[config.mk]
export PLATFORM = sky130hd
export DESIGN_NAME = radio_sample_packer_flat
export DESIGN_NICKNAME = d
export VERILOG_FILES = /design/src/rtl/radio_sample_packer_pkg.sv /design/src/rtl/radio_sample_packer_if.sv /design/src/rtl/radio_sample_packer_fifo.sv /design/src/rtl/radio_sample_packer.sv /design/src/flat_wrapper.sv
export SDC_FILE = /design/constraint.sdc
export NUM_CORES = 1
export LEC_CHECK = 0
export CORE_ASPECT_RATIO = 1.5
export CORE_UTILIZATION = 58
export DETAILED_ROUTE_END_ITERATION = 7
export PLACE_DENSITY = 0.8
export SYNTH_ARGS = -nofsm -noshare
export SYNTH_HDL_FRONTEND = slang
export SYNTH_SLANG_ARGS = --single-unit
[constraint.sdc]
create_clock -name clk16 -period 4.2 [get_ports clk16]
set_input_delay 0.42 -clock clk16 [delete_from_list [all_inputs] [get_ports clk16]]
set_output_delay 0.42 -clock clk16 [all_outputs]
set_load 0.02 [all_outputs]
[src/rtl/radio_sample_packer_pkg.sv]
// radio_sample_packer_pkg: shared widths and defaults for the radio sample path
`define RSP_SAMPLE_W(n) (2*(n))
package radio_sample_packer_pkg;
  localparam int DEF_FIFO_DEPTH = 4;
  localparam int DEF_SEQ_W = 16;
  localparam int DROP_W = 16;
  function automatic int sample_w(input int num_ant);
    return `RSP_SAMPLE_W(num_ant);
  endfunction
  function automatic int word_w(input int num_ant, input int spw);
    return sample_w(num_ant) * spw;
  endfunction
endpackage

[src/rtl/radio_sample_packer_if.sv]
// radio_sample_packer_if: valid/ready word stream with sequence tag
interface radio_sample_packer_if #(
  parameter int DATA_W = 32,
  parameter int SEQ_W = 16
);
  logic [DATA_W-1:0] m_data;
  logic [SEQ_W-1:0] m_seq;
  logic m_valid;
  logic m_ready;
  modport master(output m_data, m_seq, m_valid, input m_ready);
  modport slave(input m_data, m_seq, m_valid, output m_ready);
endinterface

[src/rtl/radio_sample_packer_fifo.sv]
// packer_fifo: synchronous FIFO with push/pop and full/empty flags
module packer_fifo #(
  parameter int W = 8,
  parameter int DEPTH = 4
) (
  input  logic         clk,
  input  logic         rst,
  input  logic         push,
  input  logic         pop,
  input  logic [W-1:0] din,
  output logic [W-1:0] dout,
  output logic         full,
  output logic         empty
);
  localparam int AW = $clog2(DEPTH);
  logic [W-1:0] mem_q [DEPTH];
  logic [W-1:0] mem_d [DEPTH];
  logic [AW-1:0] wr_q, wr_d, rd_q, rd_d;
  logic [AW:0] cnt_q, cnt_d;
  logic do_push, do_pop;
  assign full = cnt_q == (AW+1)'(DEPTH);
  assign empty = cnt_q == '0;
  assign dout = mem_q[rd_q];
  // a full FIFO still accepts a push when the head leaves in the same cycle
  always_comb begin
    do_pop = pop && !empty;
    do_push = push && (!full || do_pop);
    mem_d = mem_q;
    if (do_push) mem_d[wr_q] = din;
    wr_d = wr_q + AW'(do_push);
    rd_d = rd_q + AW'(do_pop);
    cnt_d = cnt_q + (AW+1)'(do_push) - (AW+1)'(do_pop);
  end
  // storage and pointers; contents cleared so the output reads zero after reset
  always_ff @(posedge clk) begin
    if (rst) begin
      mem_q <= '{default: '0};
      wr_q <= '0;
      rd_q <= '0;
      cnt_q <= '0;
    end else begin
      mem_q <= mem_d;
      wr_q <= wr_d;
      rd_q <= rd_d;
      cnt_q <= cnt_d;
    end
  end
endmodule

[src/rtl/radio_sample_packer.sv]
// radio_sample_packer: decimates and packs I/Q samples into tagged words on a stream
module radio_sample_packer
  import radio_sample_packer_pkg::*;
#(
  parameter int NUM_ANT = 4,
  parameter int SAMPLES_PER_WORD = 4,
  parameter int FIFO_DEPTH = DEF_FIFO_DEPTH,
  parameter int DECIM_W = 8,
  parameter int SEQ_W = DEF_SEQ_W
) (
  input  logic               clk16,
  input  logic               rst,
  input  logic               enable,
  input  logic [DECIM_W-1:0] decim,
  input  logic [NUM_ANT-1:0] data_i,
  input  logic [NUM_ANT-1:0] data_q,
  radio_sample_packer_if.master m,
  output logic               ovf,
  output logic [DROP_W-1:0]  drop_cnt,
  input  logic               clr_ovf
);
  localparam int SW = sample_w(NUM_ANT);
  localparam int WW = word_w(NUM_ANT, SAMPLES_PER_WORD);
  localparam int IW = $clog2(SAMPLES_PER_WORD);
  localparam logic [0:0] ST_IDLE = 1'b0;
  localparam logic [0:0] ST_RUN = 1'b1;
  logic [0:0] state_q, state_d;
  logic [DECIM_W-1:0] cnt_q, cnt_d;
  logic [IW-1:0] idx_q, idx_d;
  logic [WW-1:0] acc_q, acc_d;
  logic [SEQ_W-1:0] seq_q, seq_d;
  logic ovf_q, ovf_d;
  logic [DROP_W-1:0] drop_q, drop_d;
  logic pop, take, done, push, drop, full, empty;
  logic [WW+SEQ_W-1:0] fifo_dout;
  assign m.m_valid = !empty;
  assign m.m_data = fifo_dout[WW-1:0];
  assign m.m_seq = fifo_dout[WW+SEQ_W-1:WW];
  assign ovf = ovf_q;
  assign drop_cnt = drop_q;
  // capture, decimation and overflow bookkeeping; enable low flushes the partial word
  always_comb begin
    pop = m.m_valid && m.m_ready;
    take = enable && (state_q == ST_IDLE || cnt_q == '0);
    done = take && idx_q == IW'(SAMPLES_PER_WORD - 1);
    push = done && (!full || pop);
    drop = done && !push;
    state_d = enable ? ST_RUN : ST_IDLE;
    cnt_d = (!enable || cnt_q >= decim) ? '0 : cnt_q + DECIM_W'(1);
    idx_d = !enable ? '0 : take ? (done ? '0 : idx_q + IW'(1)) : idx_q;
    acc_d = enable ? acc_q : '0;
    if (take) acc_d[idx_q*SW +: SW] = {data_q, data_i};
    seq_d = seq_q + SEQ_W'(done);
    ovf_d = drop || (ovf_q && !clr_ovf);
    drop_d = drop ? (clr_ovf ? DROP_W'(1) : drop_q + DROP_W'(drop_q != '1)) : clr_ovf ? '0 : drop_q;
  end
  // packer state registers
  always_ff @(posedge clk16) begin
    if (rst) begin
      state_q <= ST_IDLE;
      cnt_q <= '0;
      idx_q <= '0;
      acc_q <= '0;
      seq_q <= '0;
      ovf_q <= 1'b0;
      drop_q <= '0;
    end else begin
      state_q <= state_d;
      cnt_q <= cnt_d;
      idx_q <= idx_d;
      acc_q <= acc_d;
      seq_q <= seq_d;
      ovf_q <= ovf_d;
      drop_q <= drop_d;
    end
  end
  packer_fifo #(.W(WW + SEQ_W), .DEPTH(FIFO_DEPTH)) u_fifo (
    .clk(clk16),
    .rst(rst),
    .push(push),
    .pop(pop),
    .din({seq_q, acc_d}),
    .dout(fifo_dout),
    .full(full),
    .empty(empty)
  );
endmodule

[src/flat_wrapper.sv]
// flat-port wrapper written by rule: the top's interface ports become plain ports
module radio_sample_packer_flat import radio_sample_packer_pkg::*;
#(
  parameter int NUM_ANT = 4,
  parameter int SAMPLES_PER_WORD = 4,
  parameter int FIFO_DEPTH = DEF_FIFO_DEPTH,
  parameter int DECIM_W = 8,
  parameter int SEQ_W = DEF_SEQ_W
)
  (clk16, rst, enable, decim, data_i, data_q, ovf, drop_cnt, clr_ovf, m_m_data, m_m_seq, m_m_valid, m_m_ready);
  radio_sample_packer_if #(.DATA_W(16), .SEQ_W(SEQ_W)) m_i ();
  input  logic clk16;
  input  logic rst;
  input  logic enable;
  input  logic [DECIM_W-1:0] decim;
  input  logic [NUM_ANT-1:0] data_i;
  input  logic [NUM_ANT-1:0] data_q;
  output logic ovf;
  output logic [DROP_W-1:0] drop_cnt;
  input  logic clr_ovf;
  output wire logic [$bits(m_i.m_data)-1:0] m_m_data;
  output wire logic [$bits(m_i.m_seq)-1:0] m_m_seq;
  output wire logic [$bits(m_i.m_valid)-1:0] m_m_valid;
  input wire logic [$bits(m_i.m_ready)-1:0] m_m_ready;
  assign m_m_data = m_i.m_data;
  assign m_m_seq = m_i.m_seq;
  assign m_m_valid = m_i.m_valid;
  assign m_i.m_ready = m_m_ready;
  radio_sample_packer #(.NUM_ANT(NUM_ANT), .SAMPLES_PER_WORD(SAMPLES_PER_WORD), .FIFO_DEPTH(FIFO_DEPTH), .DECIM_W(DECIM_W), .SEQ_W(SEQ_W)) u_core (.clk16(clk16), .rst(rst), .enable(enable), .decim(decim), .data_i(data_i), .data_q(data_q), .m(m_i), .ovf(ovf), .drop_cnt(drop_cnt), .clr_ovf(clr_ovf));
endmodule
==> results of run 1 <==
[Yosys cell counts, types with 8 or more instances]
| cell | n | area, µm² |
|---|---|---|
| mux4_2 | 32 | 721 |
| o21ai_0 | 68 | 340 |
| a2111oi_0 | 8 | 70.1 |
| a21oi_1 | 145 | 726 |
| nand3_1 | 77 | 385 |
| xnor2_1 | 18 | 158 |
| or3_1 | 11 | 68.8 |
| nor3_1 | 9 | 45.0 |
| buf_2 | 17 | 85.1 |
| nand2_1 | 29 | 109 |
| a211oi_1 | 65 | 488 |
| dfxtp_1 | 195 | 3900 |
| or4_1 | 8 | 60.1 |
| o31ai_1 | 8 | 60.1 |
| a22oi_1 | 16 | 120 |
| nor2b_1 | 8 | 50.1 |
| ha_1 | 22 | 275 |
| nor2_1 | 65 | 244 |
| inv_1 | 24 | 90.1 |
| clkbuf_1 | 66 | 248 |
[placed cells by master, fill, tap and decap left out, types with 18 or more instances in the layout]
cell type	n
dfxtp_1	193
a211oi_1	65
xnor2_1	18
nand3_1	77
o21ai_0	68
nand2_1	29
clkdlybuf4s50_1	69
ha_1	22
inv_1	24
mux4_2	32
a21oi_1	145
nor2_1	65
[registers in the layout, indices dropped and copies added, names as in the netlist, 2 cells and up]
name	flops
u_core.u_fifo.wr_q	2
u_core.acc_q	16
u_core.seq_q	16
u_core.idx_q	2
u_core.u_fifo.mem_q	128
u_core.cnt_q	8
u_core.drop_cnt	16
u_core.u_fifo.rd_q	2
u_core.u_fifo.cnt_q	3
[cells by family (layout without fill, tap and decap cells)]
| kind of cell | after synthesis | count (layout) | share of synthesized area [%] |
|---|---|---|---|
| AOI/OAI and AO/OA | 321 | 321 | 21.6 |
| xor gates and xnor gates | 22 | 22 | 2.20 |
| adders and majority gates | 23 | 23 | 3.37 |
| buffers and inverters | 116 | 145 | 5.38 |
| DFF | 195 | 195 | 44.6 |
| muxes | 36 | 36 | 8.70 |
| and+or+nand+nor | 245 | 245 | 14.2 |
[final cells by class]
cell class              instances  area [µm²]  share of cell area, %
flip-flops and latches        195        3910                   38.4
repair buffers                 89         891                   8.76
clock inverters                13         163                   1.60
multi-input cells             647        4420                   43.5
well taps                     196         245                   2.41
clock buffers                  19         453                   4.45
inverters                      24        90.1                  0.886
[per-stage QoR]
| stage | std cells | total power [mW] | instance area [µm²] |
|---|---|---|---|
| 2_1_floorplan | 958 | 2.25 | 8760 |
| 3_3_place_gp | 1151 | 2.38 | 9560 |
| 3_5_place_dp | 1151 | 2.39 | 9560 |
| 4_1_cts | 1183 | 4.02 | 10200 |
| 5_1_grt | 1183 | 4.15 | 10200 |
| 6_report | 1183 | 4.01 | 10200 |
[worst paths after layout]
kind,slack (ns),to,depth (start not counted)
hold / removal,0.47,u_core.u_fifo.mem_q[186],2
hold reg to reg,0.47,u_core.u_fifo.mem_q[186],2
setup reg to reg,0.74,u_core.u_fifo.cnt_q[2],14
setup / recovery,0.74,u_core.u_fifo.cnt_q[2],14
[power by group through the flow]
stage / Sequential [mW] / Combinational [mW] / Clock, mW
6_report: 1.94 / 0.401 / 1.66
5_1_grt: 1.95 / 0.435 / 1.77
4_1_cts: 1.94 / 0.403 / 1.68
3_5_place_dp: 1.99 / 0.400 / 0
3_3_place_gp: 1.99 / 0.390 / 0
2_1_floorplan: 1.93 / 0.326 / 0
[critical path, stage by stage (launching register included)]
cell	delay [ns]
dfxtp_1	0.34
inv_1	0.09
ha_1	0.15
or4b_1	0.54
o21a_2	0.50
nor3_1	0.33
inv_1	0.07
ha_1	0.27
inv_1	0.06
ha_1	0.13
inv_1	0.05
fa_1	0.37
xor2_1	0.20
xnor2_1	0.16
nor2_1	0.06
[layer usage]
layer / track usage [%] / wire [µm]
met1: 34.0 / 8250
met4: 13.5 / 671
met3: 5.00 / 1120
met2: 52.8 / 11800
met5: 0 / 0
==> impl_metrics.ini, run 1 <==
[power_and_ir_drop]
comb_power_share_pct = 10.0
pwr-share-seq_pct = 48.5
swShare_pct = 26.6
p_switching_mw = 1.06
p_leak_nw = 3.25
pwr-share-clk_pct = 41.5
power_density_nw_per_um2 = 394
irDropWorstVdd_uv = 221
p_int_mw = 2.94

[timing]
worst_pin_slew_ns = 1.14
rsz0062_at_grt = false
whs_ns = 0.474
tns_ns = 0
skew_ns = 0.0103
setup-violations-final = 0
drv_slew = 0
clock.fmax_ghz = 0.289
layout_setup_ws_ns = 0.736
hold_violations = 0
fin_crit_ns = 3.46
relSlewSlack_pct = 24.0
period_share_pct = 82.5

[yosys]
syn_area_per_cell_um2 = 9.15
synth_seq_area_share_pct = 44.6
synth_cell_types = 46
syn_nets = 1002
netlist_instances = 958
yosys_warnings = 0
ys_seq_elements = 195
async_reset_ff_share_pct = 0
syn-cell-area_um2 = 8760
synth_ff_type = dfxtp_1
synth-edff-count = 0

[global_route]
grt_max_degree = 91
grt_pass1_wl_um = 36400
overflow = 0
grt_use_total_pct = 29.7
antenna_found_initial = 0
grt_pass1_vias = 7367

[floorplanning]
core_um2 = 14700
dieArea_um2 = 15600
num_io_pins = 71
start_util_pct = 59.8
num_rows = 54
fp.dieW_um = 102
die_h_um = 153

[cts]
cts_resized = 0
cts-root-buf = clkbuf_16
h-tree-depth = 4
cts_sinks = 195
cts_made_buffers = 17
cts_setup_buffers = 0
cts_tree = yes
clkLatencyLatePin_ns = 0.44
path_clk_slew_ns = 0.07
cts.path.max_buffers = 2
postCtsHoldBufs = 0

[critical_path]
r2r_start = u_core.cnt_q[0]
critPathArrivalTime_ns = 3.75
crit_start = u_core.cnt_q[0]
crit_path_max_fanout = 46
crit_required_ns = 4.48
worstSetupPathType = reg -> reg
worstSetupStartpointType = flop
end_kind = flop

[finish]
drive_above_1_share_pct = 9.83
area_growth_pct = 16.1
fin_nets = 1018
post-route-util_pct = 69.4
fillers = 1176
antenna_cells = 0

[run_status]
status = finished clean

[placement]
hpwl_um = 13700
dp_worst_setup_slack_ns = 0.743
portBuffers = 70
routabilityCongestion = 0.806

[routing]
viasPerCell = 6.33
drtPass1Iterations = 5
drc = 0
antenna_left = 0
drt-total-wl_um = 21800
drtIter0Drc = 493
vias = 7490
wire_per_inst_um = 18.4

[flow_run]
cap_violations = 0

[worst_hold_path]
hp-start = u_core.u_fifo.mem_q[186]
min_path_type = reg -> reg
Note: power is estimated with default switching activity, not from simulation.
==> inputs of run 2 (changes only) <==
Settings changed: CORE_UTILIZATION 58 to 53, PLACE_DENSITY 0.8 to 0.77.
Clock period 4.2 ns to 3.1 ns, I/O delays scaled along.
==> impl_metrics.ini, run 2 (synthesis gave the netlist of run 1 again) <==
[timing]
fin_crit_ns = 2.92
worst_pin_slew_ns = 0.702
drv_slew = 0
layout_setup_ws_ns = 0.175
clock.fmax_ghz = 0.342
setup-violations-final = 0
tns_ns = 0
skew_ns = 0.0156
period_share_pct = 94.3
hold_violations = 0
rsz0062_at_grt = false
relSlewSlack_pct = 53.2

[floorplanning]
fp.dieW_um = 107
die_h_um = 159
start_util_pct = 54.1
num_rows = 57
dieArea_um2 = 17100
core_um2 = 16200
num_io_pins = 71

[critical_path]
crit_path_max_fanout = 5
crit_start = u_core.cnt_q[0]
worstSetupPathType = reg -> reg
worstSetupStartpointType = flop
r2r_start = u_core.cnt_q[0]
crit_required_ns = 3.40
end_kind = flop
critPathArrivalTime_ns = 3.22

[global_route]
grt_use_total_pct = 26.8
antenna_found_initial = 0
overflow = 0
grt_pass1_vias = 7251
grt_pass1_wl_um = 36600
grt_max_degree = 106

[flow_run]
cap_violations = 0

[routing]
viasPerCell = 6.15
wire_per_inst_um = 18.3
drtPass1Iterations = 5
drt-total-wl_um = 22100
drc = 0
drtIter0Drc = 404
antenna_left = 0
vias = 7393

[cts]
clkLatencyLatePin_ns = 0.44
cts-root-buf = clkbuf_16
cts.path.max_buffers = 2
h-tree-depth = 4
cts_made_buffers = 17
path_clk_slew_ns = 0.07
cts_sinks = 195
cts_tree = yes
postCtsHoldBufs = 0

[power_and_ir_drop]
power_density_nw_per_um2 = 524
p_switching_mw = 1.48
swShare_pct = 27.5
irDropWorstVdd_uv = 346
p_total_mw = 5.39
p_int_mw = 3.91
pwr-share-seq_pct = 48.7
pwr-share-clk_pct = 40.6
p_leak_nw = 3.31
comb_power_share_pct = 10.7

[placement]
dp_worst_setup_slack_ns = 0.116
hpwl_um = 13400
portBuffers = 70
routabilityCongestion = 0.806
place_inst = 1169

[worst_hold_path]
min_path_type = in -> reg
hp-start = rst

[finish]
layout_common_cells = dfxtp_1, a21oi_1, nand3_1
fin_nets = 1028
post-route-util_pct = 63.5
area_growth_pct = 17.4
fillers = 1309
layout.area.seq_um2 = 3910
multi_input_area_um2 = 4450
drive_above_1_share_pct = 11.3
largest_reg_flops = 128
antenna_cells = 0
largest-register = u_core.u_fifo.mem_q
mostFrequentLayoutCell = dfxtp_1
layout.cells.non_filler = 1203

[run_status]
status = finished clean
run 2: changes by cell type in the layout (fill, tap and decap cells not counted), sizes merged:
cell / change
buf: +10
bufinv: -1
clkbuf: -2
clkinv: +4
clkinvlp: -1
run 2: cell type report:
| cell class | count | area share, % |
|---|---|---|
| multi-input combinational | 647 | 43.3 |
| sequential | 195 | 38.0 |
| timing repair buffer | 99 | 9.39 |
| clock inverter | 15 | 1.79 |
| tap | 206 | 2.51 |
| inverter | 24 | 0.876 |
| clock buffer | 17 | 4.14 |
run 2: power by group through the flow:
stage	clock, mW	combinational (mW)	sequential [mW]
after global placement	0	0.572	2.68
final	2.19	0.578	2.63
after floorplan	0	0.442	2.61
after CTS	2.23	0.579	2.63
after global routing	2.34	0.626	2.64
after detailed placement	0	0.573	2.68
run 2: path summary, 6_finish.rpt:
path | to | slack (ns) | cells after the start
worst max-delay path | u_core.seq_q[12] | 0.18 | 11
worst min-delay path | u_core.ovf | 0.39 | 2
worst max register to register | u_core.seq_q[12] | 0.18 | 11
worst min register to register | u_core.u_fifo.mem_q[90] | 0.48 | 2
run 2: layer usage:
| layer | vias up | share of wire, % | track usage (%) |
|---|---|---|---|
| met5 | - | 0 | 0 |
| met4 | 0 | 3.2 | 12.5 |
| met3 | 50 | 4.3 | 3.56 |
| met2 | 205 | 53 | 46.8 |
| met1 | 3551 | 39 | 32.2 |
| li1 | 3587 | - | - |
run 2: through the flow:
step                      hold slack [ns]  instance area [µm²]
final                               0.387                10300
after global routing                0.404                10300
after CTS                           0.386                10200
after detailed placement            0.466                 9630
after global placement              0.458                 9630
after floorplan                     0.449                 8770
run 2: worst max-delay path: stages, from the launching register on:
cell     delay, ns
dfxtp_1       0.34
inv_2         0.07
ha_1          0.15
or4b_4        0.48
o21a_4        0.23
nor2_1        0.18
ha_2          0.26
ha_1          0.22
nand4_1       0.28
nor4_2        0.39
xnor2_1       0.15
nor2_1        0.05
run 2: what timing repair did:
item,in CTS,in global routing
buffers inserted,0,2
setup endpoints to repair,0,3
resized for setup,0,6
==> inputs of run 3 (changes only) <==
Settings changed: CORE_MARGIN set to 2, CTS_CLUSTER_SIZE set to 40, PLACE_DENSITY 0.77 to 0.78.
==> impl_metrics.ini, run 3 (synthesis gave the netlist of run 1 again) <==
[routing]
drtPass1Iterations = 5
antenna_left = 0
viasPerCell = 6.23
drt-total-wl_um = 22100
wire_per_inst_um = 18.3
drc = 0
drtIter0Drc = 460
vias = 7530

[timing]
hold_violations = 0
drv_slew = 0
setup-violations-final = 0
clock.fmax_ghz = 0.345
period_share_pct = 93.4
worst_pin_slew_ns = 0.853
rsz0062_at_grt = false
tns_ns = 0
skew_ns = 0.00981
relSlewSlack_pct = 43.1
fin_crit_ns = 2.90

[floorplanning]
num_io_pins = 71
die_h_um = 161
core_um2 = 16200
fp.dieW_um = 109
start_util_pct = 54.1
num_rows = 57
dieArea_um2 = 17600

[global_route]
grt_pass1_vias = 7227
overflow = 0
antenna_found_initial = 0
grt_pass1_wl_um = 36100
grt_use_total_pct = 25.9
grt_max_degree = 95

[finish]
layout_common_cells = dfxtp_1, a21oi_1, nand3_1
mostFrequentLayoutCell = dfxtp_1
largest_reg_flops = 128
fillers = 1364
largest-register = u_core.u_fifo.mem_q
antenna_cells = 0
drive_above_1_share_pct = 11.7
area_growth_pct = 17.5
fin_nets = 1034

[cts]
cts_tree = yes
clkLatencyLatePin_ns = 0.44
cts.path.max_buffers = 2
cts_sinks = 195
cts-root-buf = clkbuf_16
path_clk_slew_ns = 0.07
cts_made_buffers = 17
h-tree-depth = 4

[flow_run]
cap_violations = 0

[critical_path]
critPathArrivalTime_ns = 3.20
worstSetupPathType = reg -> reg
end_kind = flop
crit_path_max_fanout = 5
crit_required_ns = 3.40
worstSetupStartpointType = flop

[power_and_ir_drop]
p_total_mw = 5.42
irDropWorstVdd_uv = 359
power_density_nw_per_um2 = 526
p_leak_nw = 3.33

[placement]
hpwl_um = 13700
portBuffers = 70
routabilityCongestion = 0.823

[worst_hold_path]
min_path_type = in -> reg

[run_status]
status = finished clean
-- run 3: per-stage QoR --
step	setup slack, ns	hold slack [ns]	cell area, µm²	instances	util (%)
final	0.204	0.448	10300	1209	63.6
after global routing	0.0111	0.473	10300	1209	63.6
after CTS	0.0654	0.437	10300	1208	63.5
after detailed placement	0.0720	0.464	9690	1176	59.8
after global placement	0.170	0.458	9690	1176	59.8
after floorplan	0.0121	0.449	8770	958	-
-- run 3: repair_timing --
| action | 4_1_cts | 5_1_grt |
|---|---|---|
| hold buffers | 0 | 0 |
| endpoints found under the setup margin | 0 | 3 |
| gates resized for setup | 0 | 3 |
| buffers inserted | 0 | 1 |
-- run 3: area by class of cell --
class	instances	area, µm²	area share, %
sequential	195	3910	37.9
multi-input combinational	647	4450	43.2
clock inverter	15	163	1.58
clock buffer	17	425	4.13
tap	206	258	2.50
timing repair buffer	105	1010	9.82
inverter	24	90.1	0.875
-- run 3: worst paths after layout --
kind                                start                      end  slack, ns  cells past startpoint
hold reg to reg   u_core.u_fifo.mem_q[93]  u_core.u_fifo.mem_q[93]       0.47                      2
setup reg to reg          u_core.cnt_q[0]         u_core.seq_q[12]       0.20                     12
setup / recovery          u_core.cnt_q[0]         u_core.seq_q[12]       0.20                     12
hold / removal                        rst          u_core.acc_q[1]       0.45                      2
-- run 3: per-layer routing --
layer / vias up / share of wire [%] / global-route usage [%]
met5: - / 0 / 0
met4: 0 / 2.5 / 11.0
met3: 45 / 4.9 / 4.00
met2: 232 / 52 / 44.0
met1: 3646 / 40 / 32.3
li1: 3607 / - / -
-- run 3: critical path, cell delays in order, from the launching register on --
cell	delay [ns]
dfxtp_1	0.33
inv_1	0.08
ha_1	0.17
or4b_4	0.49
o21a_2	0.25
nor2_1	0.22
ha_1	0.24
ha_1	0.22
nand4_1	0.11
buf_4	0.19
nor4_2	0.28
xnor2_1	0.15
nor2_1	0.05
-- run 3: power by group --
group / switching, mW / leakage, nW / internal [mW]
Combinational: 0.342 / 1.47 / 0.278
Clock: 1.06 / 0.287 / 1.15
Sequential: 0.0546 / 1.57 / 2.54
Total: 1.45 / 3.33 / 3.96
